## config.mk

```make
export PLATFORM = sky130hd
export DESIGN_NAME = pattern_serializer
export DESIGN_NICKNAME = d
export VERILOG_FILES = /design/src/rtl/pattern_serializer.sv
export SDC_FILE = /design/constraint.sdc
export NUM_CORES = 1
export LEC_CHECK = 0
export CORE_MARGIN = 2
export CORE_UTILIZATION = 54
export DETAILED_ROUTE_END_ITERATION = 10
export GPL_ROUTABILITY_DRIVEN = 1
export PLACE_DENSITY = 0.78
export SETUP_SLACK_MARGIN = 0.3
export SLEW_MARGIN = 20
export SYNTH_ARGS = -nofsm -noshare
export SYNTH_HDL_FRONTEND = slang
export SYNTH_SLANG_ARGS = --single-unit
```

## constraint.sdc

```tcl
create_clock -name clock -period 1.45 [get_ports clock]
set_input_delay 0.29 -clock clock [delete_from_list [all_inputs] [get_ports clock]]
set_output_delay 0.29 -clock clock [all_outputs]
set_load 0.005 [all_outputs]
```

## src/rtl/pattern_serializer.sv

```systemverilog
// ============================================================================
// Module   : pattern_serializer
// Purpose  : Valid/ready word serializer (MSB-first) with a one-word holding
//            register for gap-free streaming. Optional even-parity trailer bit
//            enabled by defining PATTERN_SER_PARITY_EN.
// Revision : 1.0 - initial release
// ============================================================================
`default_nettype none

module pattern_serializer #(
    parameter int WIDTH = 10
) (
    input  logic             clock,
    input  logic             reset,
    input  logic [WIDTH-1:0] in_data,
    input  logic             in_valid,
    output logic             in_ready,
    output logic             o_bit,
    output logic             o_valid,
    output logic             o_last,
    output logic             busy
);

    localparam int                c_CW       = $clog2(WIDTH + 2);
    localparam logic [c_CW-1:0]   c_LAST_IDX = c_CW'(WIDTH - 1);

    typedef enum logic [1:0] {
        S_IDLE  = 2'd0,
        S_SHIFT = 2'd1
`ifdef PATTERN_SER_PARITY_EN
        , S_PARITY = 2'd2
`endif
    } state_t;

    state_t           r_state;
    logic [WIDTH-1:0] r_sh;
    logic [WIDTH-1:0] r_hold;
    logic             r_hold_full;
    logic [c_CW-1:0]  r_cnt;
`ifdef PATTERN_SER_PARITY_EN
    logic             r_par;
`endif

    logic             w_accept;
    logic             w_last;
    logic             w_load;
    logic [WIDTH-1:0] w_src;

    assign w_accept = in_valid && !r_hold_full;

`ifdef PATTERN_SER_PARITY_EN
    assign w_last = (r_state == S_PARITY);
`else
    assign w_last = (r_state == S_SHIFT) && (r_cnt == c_LAST_IDX);
`endif

    // The holding register is always empty in IDLE, so it only ever feeds
    // the shifter at a word boundary; otherwise a new word goes straight in.
    assign w_load = ((r_state == S_IDLE) && w_accept) ||
                    (w_last && (r_hold_full || w_accept));
    assign w_src  = r_hold_full ? r_hold : in_data;

    always_ff @(posedge clock) begin
        if (reset) begin
            r_state     <= S_IDLE;
            r_sh        <= '0;
            r_hold      <= '0;
            r_hold_full <= 1'b0;
            r_cnt       <= '0;
`ifdef PATTERN_SER_PARITY_EN
            r_par       <= 1'b0;
`endif
        end else begin
            if (w_load) begin
                r_sh    <= w_src;
                r_cnt   <= '0;
                r_state <= S_SHIFT;
`ifdef PATTERN_SER_PARITY_EN
                r_par   <= ^w_src;
`endif
            end else if (w_last) begin
                r_state <= S_IDLE;
                r_cnt   <= '0;
            end else if (r_state == S_SHIFT) begin
                r_sh  <= r_sh << 1;
                r_cnt <= r_cnt + c_CW'(1);
`ifdef PATTERN_SER_PARITY_EN
                if (r_cnt == c_LAST_IDX) begin
                    r_state <= S_PARITY;
                end
`endif
            end

            if (w_last && r_hold_full) begin
                r_hold_full <= 1'b0;
            end else if (w_accept && !w_load) begin
                r_hold      <= in_data;
                r_hold_full <= 1'b1;
            end
        end
    end

    assign in_ready = !r_hold_full;
    assign o_valid  = (r_state != S_IDLE);
    assign o_last   = w_last;
    assign busy     = o_valid || r_hold_full;

`ifdef PATTERN_SER_PARITY_EN
    assign o_bit = (r_state == S_SHIFT)  ? r_sh[WIDTH-1] :
                   (r_state == S_PARITY) ? r_par : 1'b0;
`else
    assign o_bit = o_valid && r_sh[WIDTH-1];
`endif

endmodule

`default_nettype wire

```

======== Word-level counts from Yosys, hierarchy flattened ========
Cells that the tools add are included.
cells by class
  add/sub/neg operators ................... 1
  eq/ne operators ......................... 2
  mux-type cells .......................... 6
  bitwise logic cells ..................... 1
  reductions and logical operators ........ 19
operators by type and width
  kind                                           number
  two-way mux 10 bit                             4
  logical AND 1 bit                              7
  adder 4 x 1 -> 4 bit, second input constant    1
  equality test 4 bit, second input constant     1
  AND reduction 2 bit                            2
  nonzero test 2 bit                             2
  logical OR 1 bit                               3
  OR reduction 3 bit                             1
  logical NOT 1 bit                              2
  logical NOT 2 bit                              1
  two-way mux 1 bit                              2
  != test 2 x 1 -> 1 bit, second input constant  1
  OR reduction 2 bit                             1
  NOT 1 bit                                      1
word-level totals
  register bits after elaboration ......... 26
  input port bits ......................... 13
  output and inout bits ................... 5
  word-level logic and storage cells ...... 34

======== Longest topological paths before layout ========
  depth in word-level cells ............... 8
  mapped depth ............................ 6
  gate-level depth less buffers ........... 5

======== Worst setup path after synthesis ========
Ideal clock, no wire load.
  path type ............................... register to register
  start ................................... reg r_cnt[0]
  end ..................................... reg r_sh[1]
  setup time .............................. 0.095 ns
  arrival time ............................ 1.241 ns
  data required time ...................... 1.355 ns
  slack ................................... 0.114 ns
  stages on the path, launching flop included .. 6
  path buffers ............................ 1
  clock period less this slack ............ 1.336 ns
  cells stage by stage .................... dfxtp_1 > ha_1 > nand3b_4 > and2_1 > clkbuf_1 > a221oi_1
between the ends
  longest elaborated chain between the ends .. 6
  elaborated cells on any way between the ends .. 8
  those cells by class .................... eq/ne: 2; mux: 1; reduce/logical: 5
RTL lines
  what                                                                           line  source
  from (decl)                                                                    39    logic [c_CW-1:0] r_cnt;
  from (signal assigned)                                                         86    r_cnt <= r_cnt + c_CW'(1);
  equality test 4 bit *                                                          54    assign w_last = (r_state == S_SHIFT) && (r_cnt == c_LAST_IDX);
  logical AND 1 bit *                                                            54
  logical AND 1 bit                                                              60    (w_last && (r_hold_full || w_accept));
  logical OR 1 bit                                                               59    assign w_load = ((r_state == S_IDLE) && w_accept) ||
  != test 2 x 1 -> 1 bit (no line) / nonzero test 2 bit (equally long branches)  --
  AND reduction 2 bit (no line)                                                  --
  to (signal assigned)                                                           75    r_sh <= w_src;
  to (signal assigned)                                                           85    r_sh <= r_sh << 1;
  to (decl)                                                                      36    logic [WIDTH-1:0] r_sh;
Every way passes the cells marked *; elsewhere a longest branch is shown, timed or not.
A chain may end at the register's enable or synchronous reset.

======== Worst setup path after layout ========
  start ................................... reg r_cnt[1]
  end ..................................... out o_last
between the ends
  longest elaborated chain between the ends .. 2
RTL lines
  what                 line  source
  equality test 4 bit  54
  logical AND 1 bit    54
  to (decl)            20    output logic o_last,
Every way passes these cells.

==> impl_metrics.env <==
export IMPL_synth_nets=161
export IMPL_cts_hold_buf=0
export IMPL_synth_area_leader_cell="dfxtp_1"
export IMPL_synth_seq_cells=26
export IMPL_globalplace_congestion=0.697
export IMPL_ir_drop_v=0.000882
export IMPL_drt_wl_total_microns=4620
export IMPL_synth_edf_count=0
export IMPL_place_inst=192
export IMPL_yosysUniqueCellTypes=32
export IMPL_tightest_slew_ns=0.249
export IMPL_cts_htree_levels=1
export IMPL_yosysWarnings=0
export IMPL_fin_crit_sh_pct=106
export IMPL_die_x_microns=55.0
export IMPL_clk_pin_slew_ns=0.16
export IMPL_violations="setup timing"
export IMPL_hold_end="r_hold[3]"
export IMPL_cp_max_fo=2
export IMPL_drc=0
export IMPL_slew_violations=0
export IMPL_required_ns=1.16
export IMPL_crit_path_start_kind="flop"
export IMPL_cap_violations=0
export IMPL_overflow=0
export IMPL_run_status="finished with violations"
export IMPL_path_class="reg2out"
export IMPL_rsz0062_at_grt="yes"
export IMPL_instances_no_fill=214
export IMPL_reg2reg_from="r_cnt[1]"
export IMPL_grt_pass1_vias=1198
export IMPL_fin_crit_ns=1.54
export IMPL_fin_hold_ws_ns=0.498
export IMPL_io_pins=18
export IMPL_die_height_microns=55.0
export IMPL_fill_cells=130
export IMPL_grt_usage_pct=27.0
export IMPL_final_core_util_pct=85.6
export IMPL_reg2reg_slack_ns=-0.03
export IMPL_diodes=0
export IMPL_rows=18
export IMPL_io_buffers=17
export IMPL_root_buffer="clkbuf_4"
export IMPL_hold_path_startpoint="r_hold[3]"
export IMPL_drt_iter0_drc=55
export IMPL_dieArea_sq_um=3030
export IMPL_synthesis_area_sq_um=1410
export IMPL_synthDominantCellAreaShare_pct=37.0
export IMPL_post_synth_cell_area_avg_sq_um=9.62
export IMPL_r2r_end="r_sh[7]"
export IMPL_fmax_mhz=650
export IMPL_fin_skew_ns=0.00876
export IMPL_clk_latency_ns=0.35
export IMPL_ys_seq_area_share_pct=37.0
export IMPL_crit_path_end_kind="primary output"
export IMPL_final_setup_viol_count=7
export IMPL_drtPass1Iterations=4
export IMPL_hold_viol=0
export IMPL_tritoncts="yes"
export IMPL_hold_class="reg2reg"
export IMPL_cts_buffers=3
export IMPL_antenna_found_initial=0
export IMPL_synth_ff_type="dfxtp_1"
export IMPL_cts_sinks=26
export IMPL_hold_path_cell_count=2
export IMPL_yosys_top_cells_area="dfxtp_1 37%, mux2i_1 11%, nand2b_1 10%, a22oi_1 7.5%, a221oi_1 5.0%"
export IMPL_yosysMostFrequentCell="dfxtp_1"
export IMPL_wl_per_cell_microns=21.6
export IMPL_ys_async_sr_fraction_pct=0
export IMPL_postSynthCellCount=146
export IMPL_power_leakage_nw=0.826
export IMPL_cellPowerDensity_nw_per_um2=863
export IMPL_via_count=1329
export IMPL_dpl_hpwl_microns=2100
export IMPL_ff2ff_path_depth=7
export IMPL_timing_final_ws_setup_ns=-0.0885
export IMPL_grt_max_degree=37
export IMPL_layout_nets=200
export IMPL_core_area_sq_um=2480
export IMPL_start_util_pct=56.7
export IMPL_clock_path_buffers=2
export IMPL_grt_pass1_wl_microns=5680
export IMPL_maxSlewHeadroom_pct=83.2
export IMPL_synth_common_cells="26 x dfxtp_1, 23 x nand2b_1, 15 x mux2i_1"
export IMPL_drive_gt1_share_pct=46.2
export IMPL_crit_arrival_ns=1.25
export IMPL_area_growth_pct=50.9
export IMPL_detail_route_antenna_nets=0
export IMPL_viasPerCell=6.21
critical path: stages, from the launching register on:
cell and delay (ns):
dfxtp_2 0.35, inv_2 0.06, ha_4 0.14, nand3b_4 0.11
nor2_4 0.12, buf_2 0.12
stage by stage:
| stage | total power [W] | instance area (sq um) | TNS [ns] | worst slack [ns] |
|---|---|---|---|---|
| 2_1_floorplan | 0.00105 | 1500 | 0 | 0.250 |
| 3_5_place_dp | 0.00115 | 1700 | -3.75 | -0.226 |
| 3_3_place_gp | 0.00114 | 1700 | -2.67 | -0.138 |
| 5_1_grt | 0.00189 | 2120 | -0.652 | -0.114 |
| 6_report | 0.00183 | 2120 | -0.169 | -0.0885 |
| 4_1_cts | 0.00175 | 2020 | -0.0308 | -0.0308 |
routing by layer:
| layer | wire, microns | vias up | global-route usage, % |
|---|---|---|---|
| met5 | 0 | - | 0 |
| met4 | 170 | 0 | 13.8 |
| met3 | 260 | 20 | 3.76 |
| met2 | 2410 | 70 | 46.0 |
| met1 | 1780 | 641 | 33.0 |
| li1 | - | 598 | - |
what timing repair did:
action | CTS | global route
cloned | 1 | 0
setup endpoints to repair | 30 | 31
buffers inserted | 14 | 3
pin swaps | 19 | 7
resized for setup | 66 | 15
final cells by class:
type / instances / area (sq um) / share of cell area (%)
multi-input combinational: 98 / 970 / 45.7
sequential: 26 / 529 / 25.0
timing repair buffer: 46 / 489 / 23.1
inverter: 10 / 42.5 / 2.01
tap: 30 / 37.5 / 1.77
clock inverter: 1 / 30.0 / 1.42
clock buffer: 3 / 22.5 / 1.06
report_power, final:
| group | switching [W] | internal, W |
|---|---|---|
| clock | 0.000247 | 0.000280 |
| sequential | 0.0000383 | 0.000764 |
| combinational | 0.000235 | 0.000267 |
| total | 0.000519 | 0.00131 |
registers in the layout, indices dropped and copies added (netlist names):
register and count:
r_sh 10, r_hold 10, r_hold_full 1, r_state 1
r_cnt 4
cell families after synthesis:
logic type / synth area share (%)
compound gates: 18.3
simple gates: 19.3
mux: 14.7
buf+inv: 8.90
fa+ha+maj: 1.78
flops: 37.0
cell usage in the layout (no fill, tap or decap), types with 3 or more instances in the layout:
master / count
a21oi_2: 3
dfxtp_1: 21
a22oi_2: 7
a221oi_2: 8
inv_1: 7
nand2b_1: 23
dfxtp_2: 4
buf_4: 13
a22oi_1: 7
buf_12: 4
clkbuf_4: 3
mux2i_1: 15
buf_6: 14
clkdlybuf4s50_1: 11
and2_4: 3
worst max path at each step:
stage | from | end
after floorplan | r_cnt[1] | r_cnt[3]
after global placement | in_valid | r_hold[8]
after detailed placement | in_valid | r_hold[1]
after CTS | r_cnt[1] | o_last
after global routing | r_cnt[1] | o_last
final | r_cnt[1] | o_last
(Power assumes the default switching activity.)
==> variant (config.mk and constraints unchanged) <==
`WIDTH`: 10 -> 11.
--- a/src/rtl/pattern_serializer.sv
+++ b/src/rtl/pattern_serializer.sv
@@ -9,5 +9,5 @@
 
 module pattern_serializer #(
-    parameter int WIDTH = 10
+    parameter int WIDTH = 11
 ) (
     input  logic             clock,
Interface: changed (resized in_data); port bits go from 18 to 19. The function was not compared with the original's and may differ.
==> variant against the original RTL <==
  * The run still ends with negative setup slack left
  * Area after synthesis increased by 6.4%
  * Final cell count rose by 4.7%
  * Sequential cell count increased by 2
  * Final area up 0.77%
  * Count of clock-buffer cells in the layout did not move
  * Setup slack improved by 61 ps
  * Sequential share of layout area increased by 1.6 points
  * Non-clock buffer count grew 1
  * First-iteration DRC count decreased by 24%
  * Routed wire length decreased by 15%
  * Total power is 8.9% lower
  * Critical path type unchanged
==> variant: results <==
[final_layout]
reg.largest.list = "r_hold x11, r_sh x11, r_cnt x4"
clkCellAreaFrac = 0.0105
nMultiInputCombCells = 104
fin_nets = 211
layout.nonclk_buf_frac = 0.231
regArea_sq_um = 567
drive_gt1_frac = 0.409
fillCellCount = 177
inv_count = 11
n_all_buffers = 47

[global_route]
grtUsageMet1 = 0.294
grt_use_met2 = 0.419
groute.layer.met3.usage = 0.0346
grt_max_degree = 40
grt_pass1_vias = 1332
track_usage = 0.234

[power]
ir_worst_vdd_uv = 736
p_leak_nw = 0.855
pg_clk_mw = 0.324
p_sw_frac = 0.290
power_frac_seq = 0.514
powerDensity_mw_per_mm2 = 780

[yosys]
synthDistinctLibCells = 31
ys_top_cells_by_count = "dfxtp_1 (28), nand2b_1 (25), mux2i_1 (17)"
syn_nets = 172
ys_seq_area_frac = 0.375
synthTopCellsByArea = "dfxtp_1 (37%), mux2i_1 (11%), nand2b_1 (10%)"
ys_ff_latch = 28

[worst_setup_path]
slowest_delay_ps = 380
crit_buf_inv = 4
crit_fanout = 3
critical_path_arrival_ps = 1190
cp-startpoint = "r_state[0]$_SDFFE_PP0P_"
reg2reg_from = "r_cnt[0]$_SDFFE_PP0P_"

[clock_network]
clkTransAtPathRegs_ps = 140
clock_latency_ps = 330

[outcome]
status = "finished with violations"
violations = "negative setup slack"

[timing]
clock_skew_ps = 9.63
setup_violations = 5
timing.final.ws_setup_ps = -27.0
tightest_slew_ps = 259

[detailed_routing]
wl_met2_mm = 1.96
met3_length_um = 203

[placement]
hpwl_mm = 2.16
gpl.final_weighted_congestion = 0.816
portBuffers = 18

[min_path]
hp-start = "r_sh[4]$_SDFFE_PP0P_"
-- variant: cells by family (layout without fill, tap and decap cells) --
logic type | count (synthesis) | in the layout | synth area share
mux | 20 | 20 | 0.136
simple gates | 43 | 44 | 0.188
buf+inv | 25 | 61 | 0.0962
fa+ha+maj | 2 | 2 | 0.0167
flops | 28 | 28 | 0.375
compound gates | 38 | 38 | 0.187
-- variant: per-stage QoR --
stage	instance area [sq um]	hold WS [ps]	utilization	TNS, ps	std cells
detailed placement	1830	464	0.681	-4120	206
global route	2140	503	0.796	-969	224
floorplan	1600	445	-	0	156
CTS	2080	484	0.774	-93.2	223
global placement	1830	459	0.681	-3190	206
finish	2140	480	0.796	-60.2	224
-- variant: timing repair --
action,in CTS,in global routing
cloned,3,0
endpoints found under the setup margin,32,32
setup buffers,11,1
pin swaps,8,7
resized for setup,51,9
